File: src/rtl/boot_pkg.sv
// Shared definitions for the boot loader: default memory geometry matching the
// instruction memory, and the loader FSM state encoding.
package boot_pkg;

  localparam int unsigned DefDataWidth = 16;
  localparam int unsigned DefAddrWidth = 11;

  typedef enum logic [2:0] {
    StIdle,
    StLoad,
    StHold,
    StRun,
    StError
  } boot_state_e;

endpackage

File: src/rtl/reset_hold_counter.sv
// Loadable down-counter used to time the reset settle window.
//   clk          : clock, rising edge
//   reset        : asynchronous active-high reset (clears the count)
//   load_i       : load load_value_i (takes priority over dec_i)
//   load_value_i : value to load
//   dec_i        : decrement by one; saturates at zero
//   value_o      : current count
//   zero_o       : count is zero
module reset_hold_counter #(
  parameter int unsigned Width = 3
) (
  input  logic             clk,
  input  logic             reset,
  input  logic             load_i,
  input  logic [Width-1:0] load_value_i,
  input  logic             dec_i,
  output logic [Width-1:0] value_o,
  output logic             zero_o
);

  logic [Width-1:0] value_d, value_q;

  always_comb begin
    value_d = value_q;
    if (load_i) begin
      value_d = load_value_i;
    end else if (dec_i && (value_q != '0)) begin
      value_d = value_q - 1'b1;
    end
  end

  always_ff @(posedge clk or posedge reset) begin
    if (reset) begin
      value_q <= '0;
    end else begin
      value_q <= value_d;
    end
  end

  assign value_o = value_q;
  assign zero_o  = (value_q == '0);

endmodule

File: src/rtl/boot_loader.sv
// Boot-time program loader and processor reset sequencer. Streams instruction
// words into instruction memory from address 0, holds the processor in reset
// through the load plus a settle window, then releases it.
//   clk, reset          : clock and asynchronous active-high reset
//   reboot              : request a new load (honoured in RUN or ERROR only)
//   src_valid/data/last : instruction word stream; src_ready accepts it
//   imem_we/addr/data   : registered instruction memory write port
//   cpu_reset           : processor reset, active-high, registered
//   boot_done           : processor running
//   err                 : image overflowed memory capacity
//   words_loaded        : words accepted in the current load
module boot_loader
  import boot_pkg::*;
#(
  parameter int unsigned DATA_WIDTH  = DefDataWidth,
  parameter int unsigned ADDR_WIDTH  = DefAddrWidth,
  parameter int unsigned HOLD_CYCLES = 4
) (
  input  logic                  clk,
  input  logic                  reset,
  input  logic                  reboot,
  input  logic                  src_valid,
  input  logic [DATA_WIDTH-1:0] src_data,
  input  logic                  src_last,
  output logic                  src_ready,
  output logic                  imem_we,
  output logic [ADDR_WIDTH-1:0] imem_addr,
  output logic [DATA_WIDTH-1:0] imem_data,
  output logic                  cpu_reset,
  output logic                  boot_done,
  output logic                  err,
  output logic [ADDR_WIDTH:0]   words_loaded
);

  localparam int unsigned HoldWidth = $clog2(HOLD_CYCLES + 1);
  localparam logic [HoldWidth-1:0] HoldInit = HoldWidth'(HOLD_CYCLES);
  localparam logic [HoldWidth-1:0] HoldOne  = HoldWidth'(1);
  localparam logic [ADDR_WIDTH-1:0] AddrMax = '1;

  boot_state_e state_d, state_q;
  logic [ADDR_WIDTH-1:0] addr_d, addr_q;
  logic [ADDR_WIDTH:0]   words_d, words_q;
  logic                  imem_we_d, imem_we_q;
  logic [ADDR_WIDTH-1:0] imem_addr_d, imem_addr_q;
  logic [DATA_WIDTH-1:0] imem_data_d, imem_data_q;
  logic                  cpu_reset_d, cpu_reset_q;
  logic                  boot_done_d, boot_done_q;
  logic                  err_d, err_q;

  logic                  accept;
  logic                  hold_load;
  logic [HoldWidth-1:0]  hold_value;
  logic                  hold_zero;

  assign src_ready = (state_q == StLoad);
  assign accept    = src_valid && src_ready;

  reset_hold_counter #(
    .Width (HoldWidth)
  ) u_hold_cnt (
    .clk          (clk),
    .reset        (reset),
    .load_i       (hold_load),
    .load_value_i (HoldInit),
    .dec_i        (state_q == StHold),
    .value_o      (hold_value),
    .zero_o       (hold_zero)
  );

  always_comb begin
    state_d   = state_q;
    addr_d    = addr_q;
    words_d   = words_q;
    hold_load = 1'b0;
    unique case (state_q)
      StIdle: state_d = StLoad;
      StLoad: begin
        if (accept) begin
          words_d = words_q + 1'b1;
          if (src_last) begin
            state_d   = StHold;
            hold_load = 1'b1;
          end else if (addr_q == AddrMax) begin
            // Word at the top address is still written; the counter never wraps.
            state_d = StError;
          end else begin
            addr_d = addr_q + 1'b1;
          end
        end
      end
      // hold_zero only guards against a stuck counter; normal exit is at one.
      StHold: if ((hold_value == HoldOne) || hold_zero) state_d = StRun;
      StRun, StError: begin
        if (reboot) begin
          state_d = StLoad;
          addr_d  = '0;
          words_d = '0;
        end
      end
      default: state_d = StIdle;
    endcase
  end

  always_comb begin
    imem_we_d   = accept;
    imem_addr_d = accept ? addr_q : imem_addr_q;
    imem_data_d = accept ? src_data : imem_data_q;
    // Release is registered off the RUN state so it lands one edge after entry,
    // while a reboot re-asserts reset on the very edge it is sampled.
    cpu_reset_d = !((state_q == StRun) && !reboot);
    boot_done_d = (state_q == StRun) && !reboot;
    err_d       = (state_d == StError);
  end

  always_ff @(posedge clk or posedge reset) begin
    if (reset) begin
      state_q     <= StIdle;
      addr_q      <= '0;
      words_q     <= '0;
      imem_we_q   <= 1'b0;
      imem_addr_q <= '0;
      imem_data_q <= '0;
      cpu_reset_q <= 1'b1;
      boot_done_q <= 1'b0;
      err_q       <= 1'b0;
    end else begin
      state_q     <= state_d;
      addr_q      <= addr_d;
      words_q     <= words_d;
      imem_we_q   <= imem_we_d;
      imem_addr_q <= imem_addr_d;
      imem_data_q <= imem_data_d;
      cpu_reset_q <= cpu_reset_d;
      boot_done_q <= boot_done_d;
      err_q       <= err_d;
    end
  end

  assign imem_we      = imem_we_q;
  assign imem_addr    = imem_addr_q;
  assign imem_data    = imem_data_q;
  assign cpu_reset    = cpu_reset_q;
  assign boot_done    = boot_done_q;
  assign err          = err_q;
  assign words_loaded = words_q;

endmodule

File: config.mk
export PLATFORM = sky130hd
export DESIGN_NAME = boot_loader
export DESIGN_NICKNAME = d
export VERILOG_FILES = /design/src/rtl/boot_pkg.sv /design/src/rtl/reset_hold_counter.sv /design/src/rtl/boot_loader.sv
export SDC_FILE = /design/constraint.sdc
export NUM_CORES = 1
export LEC_CHECK = 0
export CAP_MARGIN = 25
export CORE_AREA = 2 2 103 65
export DETAILED_ROUTE_END_ITERATION = 10
export DIE_AREA = 0 0 105 67
export PLACE_DENSITY_LB_ADDON = 0.08
export REMOVE_ABC_BUFFERS = 1
export SETUP_SLACK_MARGIN = 0.05
export SLEW_MARGIN = 15
export SYNTH_ARGS = -nofsm -noshare
export SYNTH_HDL_FRONTEND = slang
export SYNTH_HIERARCHICAL = 1
export SYNTH_SLANG_ARGS = --single-unit
export TNS_END_PERCENT = 50
File: constraint.sdc
create_clock -name clk -period 2.28 [get_ports clk]
set_clock_uncertainty 0.1 [all_clocks]
set_input_delay 0.342 -clock clk [delete_from_list [all_inputs] [get_ports clk]]
set_output_delay 0.342 -clock clk [all_outputs]
set_load 0.02 [all_outputs]
==> flow_metrics.tcl <==
set metrics [dict create \
    status "complete, no violations" \
    arrival_ns 2.23 \
    crit_type "reg -> reg" \
    grt_antenna_before_repair 0 \
    synthFlopType "dfrtp_1" \
    max-cap-violations 0 \
    place_congestion 0.796 \
    worstPathRequired_ns 2.39 \
    start_util_pct 49.1 \
    fin_crit_sh_pct 92.6 \
    ys_seq_elements 60 \
    finalSetupTns_ns 0 \
    r2r-start "state_q[1]" \
    area_growth_pct 35.0 \
    cp-start-kind "register" \
    rsz0062_at_grt "no" \
    drt_first_iter_violations 103 \
    core_sq_mm 0.00600 \
    cts_sinks 60 \
    post-route-cell-area_sq_mm 0.00398 \
    final_cells 421 \
    track_usage_pct 19.7 \
    synth_top_area_share_pct 50.1 \
    syn-mean-instance-area_sq_um 11.6 \
    post_drt_wl_per_cell_microns 15.4 \
    peakVddDrop_uv 571 \
    wl_mm 6.50 \
    postRouteAntennaNets 0 \
    clock_tree.buffer_depth 2 \
    num_rows 22 \
    synth_cell_types 54 \
    fin_hold_ws_ns 0.131 \
    netlist_area_sq_mm 0.00295 \
    crit_path_end_kind "register" \
    max_slew.worst_pin.slew_ns 0.683 \
    grt_pass1_vias 2181 \
    power_density_mw_per_mm2 1190 \
    rrSetupSlack_ns 0.17 \
    die_h_microns 67 \
    gr-total-overflow 0 \
    setup_ws_ns 0.169 \
    p_leak_nw 1.66 \
    synth_top_area_cell "dfrtp_1" \
    period_needed_ns 2.11 \
    startpoint "state_q[1]" \
    fmax_mhz 474 \
    path_max_fanout 12 \
    drive_gt1_share_pct 21.7 \
    post_cts_buffers 0 \
    synth_seq_area_share_pct 51.0 \
    grt_max_degree 33 \
    dp_cells 405 \
    drv_slew 0 \
    placed_cell_area_sq_mm 0.00377 \
    grt_pass1_wl_mm 10.6 \
    numCtsBuffers 9 \
    vias 2287 \
    holdCritPathClass "in -> async" \
    synth-edff-count 0 \
    die_w_microns 105 \
    synthCells 255 \
    numPortBuffers 64 \
    io_pins 65 \
    cts_tree "built" \
    antenna_cells 0 \
    clk_pin_slew_worst_paths_ns 0.07 \
    first_pass_iters 4 \
    synth_most_common_cell "dfrtp_1" \
    ctsHtreeMaxLevel 3 \
    clockRootBuffer "clkbuf_8" \
    clk_latency_ns 0.34 \
    vias_per_cell 5.43 \
    setup_viol 0 \
    max_slew_margin_pct 53.8 \
    synth_common_cells "dfrtp_1 (59), mux2_2 (29), nand3_1 (14), o21ai_0 (14)" \
    drcViolationCount 0 \
    place_ws_ns 0.00457 \
    dp_hpwl_mm 4.75 \
    synth_warnings 6 \
    synth-async-reset-ratio_pct 100 \
    die_area_sq_mm 0.00704 \
    final_util_pct 66.3 \
    hold_viol 0 \
    synth_area_leaders "dfrtp_1 (50%), mux2_2 (11%), mux2i_1 (2.4%)" \
    report.power.total_mw 4.74 \
    fin_nets 357 \
]
[path summary, 6_finish.rpt]
kind                            cells after the start                     to
worst min register to register                      1           imem_addr[2]
worst min-delay path                                2  u_hold_cnt/value_o[0]
worst max register to register                      5              addr_q[7]
min in group clk                                    1           imem_addr[2]
worst max-delay path                                5              addr_q[7]
max in group asynchronous                           3              addr_q[9]
[worst max-delay path, stage by stage, from the launching register on]
cell and delay, ns:
dfrtp_2 0.49, nor3b_1 0.22, buf_4 0.23, nor4bb_1 0.64
nor4_1 0.15, mux2i_1 0.15
[layout make-up]
| class | count | area [sq um] |
|---|---|---|
| Clock buffer | 12 | 155 |
| Clock inverter | 4 | 47.5 |
| Fill cell | 514 | 2020 |
| Inverter | 12 | 45.0 |
| Multi-Input combinational cell | 169 | 1340 |
| Sequential cell | 60 | 1500 |
| Tap cell | 84 | 105 |
| Timing Repair Buffer | 80 | 785 |
[logic make-up (layout without fill, tap and decap cells)]
logic type	after synthesis	count (layout)	synth area share [%]
DFF	60	60	51.0
adders and majority gates	4	4	1.70
and+or+nand+nor	68	68	14.3
other	2	3	0.255
muxes	37	37	13.8
buffers and inverters	27	108	4.29
AOI/OAI and AO/OA	57	57	14.6
[report_power, final]
| group | switching [mW] | internal (mW) | leakage (nW) | total, mW |
|---|---|---|---|---|
| clock network | 0.407 | 0.560 | 0.102 | 0.968 |
| registers | 0.280 | 1.40 | 0.763 | 1.68 |
| logic | 1.04 | 1.05 | 0.798 | 2.09 |
| total | 1.72 | 3.01 | 1.66 | 4.74 |
[per-layer routing]
metal  global-route usage (%)  wire, microns
met1                     27.1           3180
met2                     29.3           2940
met3                     6.56            302
met4                     6.67             73
met5                        0              0
[cell usage in the layout, fill, tap and decap left out, types with 2 or more instances in the layout]
cell type and n:
inv_1 11, o21ai_0 14, nor2b_1 2, clkbuf_8 11
nand2_1 12, o41ai_1 3, nor4b_1 3, mux2_2 29
buf_4 14, nand4_1 4, nor3_1 3, and4_1 4
o21bai_1 5, nor2_1 5, a22o_1 3, ha_1 4
clkdlybuf4s50_1 63, dfrtp_1 58, a2111o_1 3, or3_1 2
nand3_1 14, a32o_1 2, conb_1 3, a2111oi_2 2
and2_1 2, nand2b_1 2, buf_12 2, a21oi_1 9
clkinv_2 2, mux2i_1 7, o21ai_1 4, a221o_1 3
a211oi_1 4
[repair_timing]
action / in CTS / in global routing
cloned: 0 / 0
gates resized for setup: 2 / 0
hold buffers: 0 / 0
setup endpoints to repair: 1 / 1
pin swaps: 0 / 1
[state kept, by name, indices dropped and copies added (netlist names)]
| register | flops |
|---|---|
| imem_data | 16 |
| words_loaded | 12 |
| addr_q | 11 |
| imem_addr | 11 |
| state_q | 3 |
| u_hold_cnt/value_o | 3 |
| boot_done | 1 |
| cpu_reset | 1 |
| err | 1 |
| imem_we | 1 |
(Power assumes the default switching activity.)
